===== config.mk =====
export PLATFORM = sky130hd
export DESIGN_NAME = nx_axi4s_packer
export DESIGN_NICKNAME = d
export VERILOG_FILES = /design/src/rtl/nx_axi4s_pkg.sv /design/src/rtl/nx_axi4s_packer.sv
export SDC_FILE = /design/constraint.sdc
export NUM_CORES = 1
export LEC_CHECK = 0
export ABC_CLOCK_PERIOD_IN_PS = 4500
export CORE_MARGIN = 3
export CORE_UTILIZATION = 40
export DETAILED_ROUTE_END_ITERATION = 6
export DONT_BUFFER_PORTS = 1
export PLACE_DENSITY_LB_ADDON = 0.3
export REMOVE_ABC_BUFFERS = 1
export SLEW_MARGIN = 20
export SYNTH_ARGS = -nofsm -noshare
export SYNTH_HDL_FRONTEND = slang
export SYNTH_SLANG_ARGS = --single-unit

===== constraint.sdc =====
create_clock -name clk_i -period 4.5 [get_ports clk_i]
set_clock_uncertainty 0.1 [all_clocks]
set_input_delay 0.9 -clock clk_i [delete_from_list [all_inputs] [get_ports clk_i]]
set_output_delay 0.9 -clock clk_i [all_outputs]
set_load 0.005 [all_outputs]

===== src/rtl/nx_axi4s_pkg.sv =====
// Nexus AXI4-stream slot format, shared by the
// host-side packer and the FPGA-side unpacking bridge.
package nx_axi4s_pkg;

  localparam int NX_MSG_WIDTH   = 31;
  localparam int SLOT_WIDTH     = 32;
  localparam int SLOT_VALID_BIT = 31;

  function automatic int slot_count(
    input int data_width
  );
    return data_width / SLOT_WIDTH;
  endfunction

  function automatic logic [SLOT_WIDTH-1:0] make_slot(
    input logic [NX_MSG_WIDTH-1:0] msg
  );
    logic [SLOT_WIDTH-1:0] s;
    s = '0;
    s[SLOT_VALID_BIT] = 1'b1;
    s[NX_MSG_WIDTH-1:0] = msg;
    return s;
  endfunction

endpackage


===== src/rtl/nx_axi4s_packer.sv =====
// Packs 31-bit Nexus messages into AXI4-stream beats,
// closing beats when full, on flush or on idle timeout.
module nx_axi4s_packer
  import nx_axi4s_pkg::*;
#(
  parameter int AXI4_DATA_WIDTH = 128,
  parameter int IDLE_TIMEOUT    = 16,
  parameter int MAX_BURST       = 64
) (
  input  logic                       clk_i,
  input  logic                       rstn_i,
  input  logic [NX_MSG_WIDTH-1:0]    nx_data_i,
  input  logic                       nx_valid_i,
  output logic                       nx_ready_o,
  input  logic                       flush_i,
  output logic [AXI4_DATA_WIDTH-1:0] axi4s_tdata_o,
  output logic                       axi4s_tlast_o,
  output logic                       axi4s_tvalid_o,
  input  logic                       axi4s_tready_i,
  output logic                       idle_o
);

  localparam int SLOTS = slot_count(AXI4_DATA_WIDTH);
  localparam int CW = $clog2(SLOTS + 1);
  localparam int TW = (IDLE_TIMEOUT > 0) ?
                      $clog2(IDLE_TIMEOUT + 1) : 1;
  localparam int BW = $clog2(MAX_BURST + 1);

  localparam logic [CW-1:0] FULL   = CW'(SLOTS);
  localparam logic [TW-1:0] TO_MAX = TW'(IDLE_TIMEOUT);
  localparam logic [BW-1:0] B_MAX  = BW'(MAX_BURST);

  logic [NX_MSG_WIDTH-1:0] acc_q [SLOTS];
  logic [NX_MSG_WIDTH-1:0] acc_n [SLOTS];
  logic [CW-1:0] cnt_q;
  logic [CW-1:0] cnt_n;
  logic [TW-1:0] to_q;
  logic [BW-1:0] burst_q;
  logic          pend_q;
  logic          pend_last_q;

  logic [AXI4_DATA_WIDTH-1:0] tdata_q;
  logic [AXI4_DATA_WIDTH-1:0] beat_n;
  logic tlast_q;
  logic tvalid_q;

  logic accept;
  logic drain;
  logic out_free;
  logic to_hit;
  logic close_now;
  logic close_last;
  logic load;
  logic load_last;

  assign nx_ready_o = (cnt_q < FULL) & !pend_q;
  assign accept     = nx_valid_i & nx_ready_o;
  assign drain      = tvalid_q & axi4s_tready_i;
  assign out_free   = !tvalid_q | drain;

  assign to_hit = (IDLE_TIMEOUT != 0) &&
                  (to_q == TO_MAX) &&
                  (cnt_q != '0);

  // Beat image always reflects the accumulator
  // including this cycle's accepted message.
  always_comb begin
    cnt_n  = cnt_q + CW'(accept);
    beat_n = '0;
    for (int k = 0; k < SLOTS; k++) begin
      acc_n[k] = acc_q[k];
      if (accept && cnt_q == CW'(k))
        acc_n[k] = nx_data_i;
      if (CW'(k) < cnt_n)
        beat_n[k*SLOT_WIDTH +: SLOT_WIDTH] =
          make_slot(acc_n[k]);
    end
  end

  always_comb begin
    close_now = !pend_q & (
      (cnt_n == FULL) |
      (flush_i & ((cnt_n != '0) | (burst_q != '0))) |
      to_hit);
    close_last = flush_i | to_hit |
                 ((burst_q + BW'(1)) == B_MAX);
    load = out_free & (close_now | pend_q);
    load_last = pend_q ? (pend_last_q | flush_i)
                       : close_last;
  end

  always_ff @(posedge clk_i or negedge rstn_i) begin
    if (!rstn_i) begin
      for (int k = 0; k < SLOTS; k++)
        acc_q[k] <= '0;
      cnt_q       <= '0;
      to_q        <= '0;
      burst_q     <= '0;
      pend_q      <= 1'b0;
      pend_last_q <= 1'b0;
      tdata_q     <= '0;
      tlast_q     <= 1'b0;
      tvalid_q    <= 1'b0;
    end else begin
      for (int k = 0; k < SLOTS; k++)
        acc_q[k] <= acc_n[k];

      if (load) begin
        tdata_q  <= beat_n;
        tlast_q  <= load_last;
        tvalid_q <= 1'b1;
      end else if (drain) begin
        tvalid_q <= 1'b0;
      end

      if (load)
        cnt_q <= '0;
      else
        cnt_q <= cnt_n;

      // A closed beat that cannot move waits here;
      // a flush meanwhile turns it into a burst end.
      if (load) begin
        pend_q <= 1'b0;
      end else if (close_now) begin
        pend_q      <= 1'b1;
        pend_last_q <= close_last;
      end else if (pend_q && flush_i) begin
        pend_last_q <= 1'b1;
      end

      if (close_now)
        burst_q <= close_last ? '0 : burst_q + BW'(1);
      else if (pend_q && flush_i)
        burst_q <= '0;

      if (accept || flush_i || close_now || load)
        to_q <= '0;
      else if (cnt_q != '0 && to_q != TO_MAX)
        to_q <= to_q + TW'(1);
    end
  end

  assign axi4s_tdata_o  = tdata_q;
  assign axi4s_tlast_o  = tlast_q;
  assign axi4s_tvalid_o = tvalid_q;
  assign idle_o = (cnt_q == '0) & !tvalid_q & !pend_q;

endmodule

Word-level counts from Yosys, hierarchy flattened

Cells that the tools add are included.

Register bits after elaboration: 271
Bits of input ports: 36
Output and inout port bits: 132
Word-level logic and storage cells: 86

Add/sub/neg operators: 3
Magnitude comparators: 5
Equal/unequal tests: 7
Multiplexer cells: 21
Bitwise logic cells: 17
Reduce and logical (&&, ||, !) cells: 21

Operators with widths:

| cell                  | number |
|---|---|
| $mux W32              | 4 |
| $mux W31              | 4 |
| $mux W7               | 3 |
| $mux W5               | 2 |
| $and A1 B1 Y1         | 8 |
| $or A1 B1 Y1          | 8 |
| $reduce_bool A2 Y1    | 4 |
| $add A7 B1 Y7 const B | 1 |
| $eq A7 B7 Y1 const B  | 1 |
| $logic_and A1 B1 Y1   | 7 |
| $mux W1               | 7 |
| $reduce_bool A7 Y1    | 1 |
| $eq A3 B2 Y1 const B  | 2 |
| $lt A1 B3 Y1 const A  | 2 |
| $lt A2 B3 Y1 const A  | 2 |
| $reduce_bool A3 Y1    | 2 |
| $add A5 B1 Y5 const B | 1 |
| $eq A5 B5 Y1 const B  | 1 |
| $ne A5 B5 Y1 const B  | 1 |
| $add A3 B1 Y3         | 1 |
| $eq A3 B1 Y1 const B  | 1 |
| $eq A3 B3 Y1 const B  | 1 |
| $logic_not A3 Y1      | 1 |
| $logic_or A1 B1 Y1    | 3 |
| other kinds (5)       | 6 |

Longest topological paths before layout

Gate-level depths: netlist of run 1.

Word-level depth: 14
Gate-level depth with buffers: 13
Depth with buffers taken out: 8

Least setup slack after synthesis of run 1

Ideal clock, no wire load.

Path kind: input to register
From: input nx_valid_i
To: register tdata_q[31], in the netlist axi4s_tdata_o[31]
Library setup time: 127 ps
Data arrival time: 3,182 ps
Data required time: 4,273 ps
Slack: 1,090 ps
Cell stages on the path: 10
Buffers on the path: 3
Path through: nor3b_2 > ha_1 > ha_1 > clkbuf_1 > nor4_2 > a21oi_1 > o31ai_4 > buf_4 > buf_4 > mux2_1

Longest elaborated chain between the ends: 10
Elaborated cells between the ends (all ways): 13
Those cells by class: add/sub: 1; order compare: 1; eq/ne: 1; mux: 1; bitwise: 8; reduce/logical: 1

RTL lines:

| element              | line                   | text |
|---|---|---|
| start, declared      | nx_axi4s_packer.sv:13  | `input logic nx_valid_i,` |
| $and A1 B1 Y1 (*)    | nx_axi4s_packer.sv:57  | `assign accept = nx_valid_i & nx_ready_o;` |
| $add A3 B1 Y3 (*)    | nx_axi4s_packer.sv:68  | `cnt_n = cnt_q + CW'(accept);` |
| $reduce_bool A3 Y1   | nx_axi4s_packer.sv:83  | `(flush_i & ((cnt_n != '0) \| (burst_q != '0))) \|` |
| $or A1 B1 Y1         | nx_axi4s_packer.sv:83  |  |
| $and A1 B1 Y1        | nx_axi4s_packer.sv:83  |  |
| $or A1 B1 Y1         | nx_axi4s_packer.sv:82  | `(cnt_n == FULL) \|` |
| $or A1 B1 Y1         | nx_axi4s_packer.sv:83  |  |
| $and A1 B1 Y1        | nx_axi4s_packer.sv:81  | `close_now = !pend_q & (` |
| $or A1 B1 Y1         | nx_axi4s_packer.sv:87  | `load = out_free & (close_now \| pend_q);` |
| $and A1 B1 Y1        | nx_axi4s_packer.sv:87  |  |
| end signal, assigned | nx_axi4s_packer.sv:109 | `tdata_q <= beat_n;` |
| end, declared        | nx_axi4s_packer.sv:42  | `logic [AXI4_DATA_WIDTH-1:0] tdata_q;` |

Every way passes the cells marked *; elsewhere a longest branch is shown, timed or not.
A chain may end at the register's enable or synchronous reset.

Worst setup path after layout of run 1

From: register cnt_q[2]
To: register tdata_q[12], in the netlist axi4s_tdata_o[12]

Longest elaborated chain between the ends: 12
Elaborated cells between the ends (all ways): 20
Those cells by class: add/sub: 1; order compare: 2; eq/ne: 1; mux: 2; bitwise: 9; reduce/logical: 5

RTL lines:

| element                | line                   | text |
|---|---|---|
| start, declared        | nx_axi4s_packer.sv:35  | `logic [CW-1:0] cnt_q;` |
| start signal, assigned | nx_axi4s_packer.sv:119 | `cnt_q <= cnt_n;` |
| $lt A3 B3 Y1           | nx_axi4s_packer.sv:56  | `assign nx_ready_o = (cnt_q < FULL) & !pend_q;` |
| $and A1 B1 Y1          | nx_axi4s_packer.sv:56  |  |
| $and A1 B1 Y1          | nx_axi4s_packer.sv:57  |  |
| $add A3 B1 Y3          | nx_axi4s_packer.sv:68  |  |
| $reduce_bool A3 Y1     | nx_axi4s_packer.sv:83  |  |
| $or A1 B1 Y1           | nx_axi4s_packer.sv:83  |  |
| $and A1 B1 Y1          | nx_axi4s_packer.sv:83  |  |
| $or A1 B1 Y1           | nx_axi4s_packer.sv:82  |  |
| $or A1 B1 Y1           | nx_axi4s_packer.sv:83  |  |
| $and A1 B1 Y1          | nx_axi4s_packer.sv:81  |  |
| $or A1 B1 Y1           | nx_axi4s_packer.sv:87  |  |
| $and A1 B1 Y1          | nx_axi4s_packer.sv:87  |  |

Several ways; a longest one is shown, not always the timed one.

==> results.md, run 1 <==
- DIE AREA: 29100 µm²
- Pwr dens: 784 nW/µm²
- Max_slew headroom: 0.303
- Slowest-stage cell, CP: dfrtp_1
- IO Count: 168
- Antenna Cells: 0
- Avg Vias per Cell: 5.13
- Drt pass-1 iters: 4
- Synthesized flop and latch total: 271
- Synth Cell Area: 10800 µm²
- Reg-to-Reg Start: cnt_q[2]
- Synth Flop Type: dfrtp_1
- Critical Path Start Type: flop
- Total track usage: 0.169
- CP peak stage delay: 500 ps
- Status: finished with violations
- Syn-to-layout area delta: 11.7%
- Nets: 967
- Critical path cell sequence: nor3b_2 -> ha_1 -> ha_2 -> buf_4 -> nor2_1 -> o2bb2ai_2 -> o31ai_4 -> buf_12 -> buf_4 -> o21ai_0
- Fillers: 2446
- Synth cell types: 46
- Wirelength, routed: 24.4 mm
- Die Y: 171 µm
- Placed insts: 1230
- Final Cycle Share: 0.810
- Multi-input logic area: 3650 µm²
- Worst Max-Slew Pin Slew: 1040 ps
- Synth Area in Adders: 0.00693
- CTS Buf Count: 28
- Crit-path most repeated cell: buf_4
- Starting Density: 0.411
- Setup TNS: 0 ps
- Crit path arrival time: 3950 ps
- Share of cells above drive strength 1: 0.168
- Final setup violating endpoints: 0
- R2R depth: 10
- Sequential area share after synthesis: 0.626
- RSZ-0062 raised after global routing: false
- Clk_lat worst skew: 520 ps
- Worst R2R Setup Slack: 850 ps
- Post-route ant nets: 0
- Post-synthesis mux area share: 0.127
- Post-synthesis compound-gate area fraction: 0.0997
- Final Util: 0.459
- Initial antenna violation count: 0
- Max_cap viols: 0
- TritonCTS Sinks: 271
- Largest net degree at the start of global routing: 272
- Grt ovf: 0
- Slew Limit Fails: 0
- Total number of vias: 6577
- Fmax: 274 MHz
- EDFF count, synth: 0
- First-pass GRT wire length: 39.2 mm
- Routability cong.: 0.741
- Hold Vio Cnt, Final: 66
- Vias in the first global route: 6686
- CP Capture Type: flop
- Post-Synth Simple-Gate Area: 0.0931
- CTS Buffer Depth: 3
- Drc violations: 0
- PortBufs: 0
- Post-CTS setup buffer count: 0
- CTS resizes: 0
- Setup Crit Path Kind: reg2reg
- Hold Slack: -35.7 ps
- Non-Filler Instances: 1281
- Root buffer cell: clkbuf_16
- Avg WL per Cell: 19.1 µm
- Mapped Avg Cell Area: 11.5 µm²
- Worst min path class: in2async
- Maximum fanout along the worst path: 119
- Static leakage: 5.39 nW
- Worst r2r dst: axi4s_tdata_o[12]
- Family with the most delay on the worst path: buffers and inverters
- H-tree levels: 1
- Max VDD drop: 445 µV
- WP buf/inv: 3
- Synth Warn #: 0
- Initial DRC Count: 367
- CTS tree: done
- Core area: 26400 µm²
- Worst endpoint required time: 4810 ps
- Post-Synth XOR/XNOR Area: 0.00566
- Largest family of logic cells by synthesized area: multiplexers
- Register area: 6780 µm²
- Reg clk slew, reported paths: 60 ps
- Failing checks: hold timing
- HPWL after DPL: 14.6 mm
- Final Critical Period: 3650 ps
- Post-synthesis cell count: 938
- Ys async rst share: 1.00
- Row count: 59
- Die width: 171 µm
## routing by layer
layer | vias up | part of all wire | track usage
met5 | - | 0 | 0
met4 | 0 | 0.016 | 0.0353
met3 | 30 | 0.075 | 0.0490
met2 | 156 | 0.46 | 0.263
met1 | 3244 | 0.45 | 0.239
li1 | 3147 | - | -
## synth_stat cells (4+ instances only)
cell	n	area, µm²
dfrtp_1	271	6780
nand2_1	200	751
mux2_2	84	946
o21ai_0	75	375
o21ai_1	59	295
inv_1	37	139
o31ai_1	32	240
mux2i_1	31	310
clkbuf_1	24	90.1
nor2_1	18	67.6
buf_4	15	113
buf_2	13	65.1
mux2_1	11	124
ha_1	6	75.1
a21oi_1	5	25.0
and2_1	5	31.3
xor2_1	4	35.0
## state kept, by name (all words and copies together) (netlist names)
| signal | count |
|---|---|
| axi4s_tdata_o | 128 |
| pend_last_q | 1 |
| acc_q | 124 |
| to_q | 5 |
| pend_q | 1 |
| axi4s_tlast_o | 1 |
| burst_q | 7 |
| cnt_q | 3 |
| axi4s_tvalid_o | 1 |
## power by group
part | switching [mW] | total [mW] | internal [mW] | leakage, nW
clock network | 0.926 | 2.29 | 1.36 | 0.463
logic | 1.99 | 3.16 | 1.16 | 1.45
registers | 0.563 | 4.04 | 3.47 | 3.47
## cell families (layout without fill, tap and decap cells)
kind of cell	count (synthesis)	in the layout
flip-flops	271	271
buffers and inverters	96	104
XOR/XNOR	7	7
AND/OR/NAND/NOR	245	245
adder cells (fa/ha/maj)	6	6
multiplexers	126	126
AO/OA/AOI/OAI	187	187
## worst max-delay path by stage
stage / start / end / cells after the start
floorplan: nx_valid_i / axi4s_tdata_o[0] / 7
global placement: nx_valid_i / axi4s_tdata_o[23] / 10
detailed placement: nx_valid_i / axi4s_tdata_o[11] / 10
CTS: cnt_q[2] / axi4s_tdata_o[12] / 10
global route: cnt_q[2] / axi4s_tdata_o[94] / 11
finish: cnt_q[2] / axi4s_tdata_o[12] / 10
## cell type report
class                           instances  share of cell area
Sequential cell                       271               0.561
Timing Repair Buffer                   16              0.0141
Clock buffer                           42              0.0707
Tap cell                              335              0.0347
Inverter                               37              0.0115
Multi-Input combinational cell        571               0.302
Clock inverter                          9             0.00631
## stage by stage
stage / worst slack, ps / total power, mW / instance area, µm²
global route: 566 / 10.3 / 12100
CTS: 852 / 9.65 / 12100
detailed placement: 544 / 7.32 / 11200
finish: 854 / 9.48 / 12100
global placement: 621 / 7.21 / 11200
floorplan: -3470 / 6.14 / 10500
## cell usage in the layout (no fill, tap or decap), types with 4 or more instances in the layout
cell / Yosys / layout
nor2_1: 18 / 17
mux2i_1: 31 / 31
dfrtp_1: 271 / 271
o31ai_1: 32 / 32
clkbuf_16: 0 / 29
ha_1: 6 / 5
clkbuf_8: 0 / 8
nand2_1: 200 / 198
mux2_1: 11 / 11
inv_1: 37 / 37
clkinv_2: 0 / 6
and2_1: 5 / 5
buf_12: 0 / 4
a21oi_1: 5 / 4
buf_4: 15 / 12
clkbuf_1: 24 / 5
o21ai_1: 59 / 59
mux2_2: 84 / 84
o21ai_0: 75 / 75
(Power assumes the default switching activity.)
==> run 2, diff against run 1 <==
- ABC_CLOCK_PERIOD_IN_PS: 4500 -> 3400
- clock period: 4.5 -> 3.4 ns (I/O delays scaled with it)
==> results.md, run 2 (same netlist as run 1, synthesis figures left out) <==
- Hold Vio Cnt, Final: 271 (+310%)
- Starting Density: 0.411 (unchanged)
- CP Capture Type: flop
- CTS Buf Count: 29 (+3.6%)
- Failing checks: hold timing
- Share of power burned in registers: 0.416 (-0.010)
- First-pass GRT wire length: 39.2 mm (-0.18%)
- Combinational power share: 0.347 (+0.014)
- Share of cells above drive strength 1: 0.175 (+0.00698)
- Fillers: 2438 (-0.33%)
- Worst min path class: in2async
- IO Count: 168 (unchanged)
- Total power: 12.8 mW (+35%)
- Grt ovf: 0 (unchanged)
- DIE AREA: 29100 µm² (unchanged)
- Placed insts: 1237 (+0.57%)
- Setup Crit Path Kind: reg2reg
- WL met3: 1.90 mm (+3.3%)
- Core area: 26400 µm² (unchanged)
- Worst R2R Setup Slack: 520 ps (-340 ps)
- Slowest-stage cell, CP: dfrtp_1
- Final Critical Period: 2880 ps (-761 ps)
- Post-CTS setup buffer count: 0 (unchanged)
- Vias in the first global route: 6785 (+1.5%)
- Worst endpoint required time: 3720 ps (-1090 ps)
- WP buf/inv: 1 (-2)
- Commonest non-fill, non-tap cell in the layout: dfrtp_1
- Avg WL per Cell: 19.0 µm (-0.44%)
- Static leakage: 5.46 nW (+1.3%)
- Fmax: 347 MHz (+26%)
- Slew Limit Fails: 0 (unchanged)
- Worst Max-Slew Pin Slew: 725 ps (-317 ps)
- CTS Buffer Depth: 3 (unchanged)
- Antenna Cells: 0 (unchanged)
- Row count: 59 (unchanged)
- Multi-input logic area: 3650 µm² (unchanged)
- HPWL after DPL: 15.3 mm (+5.0%)
- Largest net degree at the start of global routing: 272 (unchanged)
- Drc violations: 0 (unchanged)
- Register area: 6780 µm² (unchanged)
- Met2 wire len: 11.3 mm (+1.4%)
- Critical path cell sequence: nor3b_2 -> ha_1 -> ha_2 -> nor4_2 -> a21oi_1 -> o31ai_4 -> buf_12 -> mux2_1
- Worst r2r dst: axi4s_tdata_o[31]
- Die width: 171 µm (unchanged)
- Total track usage: 0.169 (about the same)
- CP peak stage delay: 500 ps (about the same)
- Reg-to-Reg Start: pend_q
- Total number of vias: 6594 (+0.26%)
- Max_slew headroom: 0.517 (+0.214)
- H-tree levels: 1 (unchanged)
- Clk pwr share: 0.237 (-0.004)
- Clk_lat worst skew: 530 ps (about the same)
- Critical Path Start Type: flop
- Family with the most delay on the worst path: simple AND/OR/NAND/NOR gates
- Post-route ant nets: 0 (unchanged)
- RSZ-0062 raised after global routing: false
- Most frequent cells in the layout: 271 x dfrtp_1, 198 x nand2_1, 84 x mux2_2, 75 x o21ai_0, 59 x o21ai_1
- Sw Share: 0.365 (-0.00217)
- Initial antenna violation count: 0 (unchanged)
- Critical Path Stages: 8 (-2)
- Non-Filler Instances: 1289 (+0.62%)
- Internal power: 8.14 mW (+36%)
- TritonCTS Sinks: 271 (unchanged)
- CTS resizes: 0 (unchanged)
- Nets: 975 (+0.83%)
- Maximum fanout along the worst path: 39 (-67%)
- Final setup violating endpoints: 0 (unchanged)
- Syn-to-layout area delta: 12.9%
- Final Cycle Share: 0.848 (+0.0383)
- Max reg flops: 128 (unchanged)
- Initial DRC Count: 460 (+25%)
- Wirelength, routed: 24.5 mm (+0.18%)
- Hold Slack: -255 ps (-219 ps)
- R2R depth: 8 (-2)
- Switching Power: 4.68 mW (+34%)
- Root buffer cell: clkbuf_16
- Crit path arrival time: 3200 ps (-750 ps)
- PortBufs: 0 (unchanged)
- Die Y: 171 µm (unchanged)
- Met1 WL: 11.0 mm (-0.83%)
- Max VDD drop: 710 µV (+59%)
- Reg clk slew, reported paths: 60 ps (about the same)
- Drt pass-1 iters: 4 (unchanged)
- Avg Vias per Cell: 5.12 (-0.36%)
- CTS tree: done
- Max_cap viols: 0 (unchanged)
- Routability cong.: 0.764 (+3.1%)
- Highest Signal Layer: met4
- Pwr dens: 1050 nW/µm² (+34%)
- Status: finished with violations
-- run 2: final cells by class --
class | count | share of cell area
Sequential cell | 271 | 0.554
Multi-Input combinational cell | 571 | 0.299
Clock buffer | 42 | 0.0699
Timing Repair Buffer | 23 | 0.0243
Tap cell | 335 | 0.0343
Clock inverter | 10 | 0.00685
Inverter | 37 | 0.0114
-- run 2: worst max-delay path by stage --
| stage | startpoint | end | slack [ps] |
|---|---|---|---|
| 2_1_floorplan | nx_valid_i | axi4s_tdata_o[0] | -4350 |
| 3_3_place_gp | nx_valid_i | axi4s_tdata_o[93] | 400 |
| 3_5_place_dp | nx_valid_i | axi4s_tdata_o[86] | 390 |
| 4_1_cts | pend_q | axi4s_tdata_o[73] | 490 |
| 5_1_grt | pend_q | axi4s_tdata_o[67] | 260 |
| 6_report | pend_q | axi4s_tdata_o[31] | 520 |
-- run 2: power groups by stage --
| stage | logic [mW] | clock network, mW | registers, mW |
|---|---|---|---|
| floorplan | 2.98 | 0 | 5.15 |
| global placement | 4.41 | 0 | 5.39 |
| detailed placement | 4.52 | 0 | 5.42 |
| CTS | 4.53 | 3.13 | 5.37 |
| global route | 5.03 | 3.28 | 5.51 |
| finish | 4.44 | 3.04 | 5.33 |
-- run 2: metrics by stage --
stage                     utilization  TNS [ps]  instance area [µm²]  setup WS [ps]  hold WS, ps
final                           0.464         0                12200            515         -255
after global routing            0.464         0                12200            256         -297
after CTS                       0.464         0                12200            489         -289
after detailed placement        0.428         0                11300            389          293
after global placement          0.428         0                11300            404          295
after floorplan                     -   -570590                10500          -4350          284
-- run 2: metal layers --
metal	GRT usage	up-vias
li1	-	3170
met1	0.227	3265
met2	0.273	133
met3	0.0555	26
met4	0.0321	0
met5	0	-
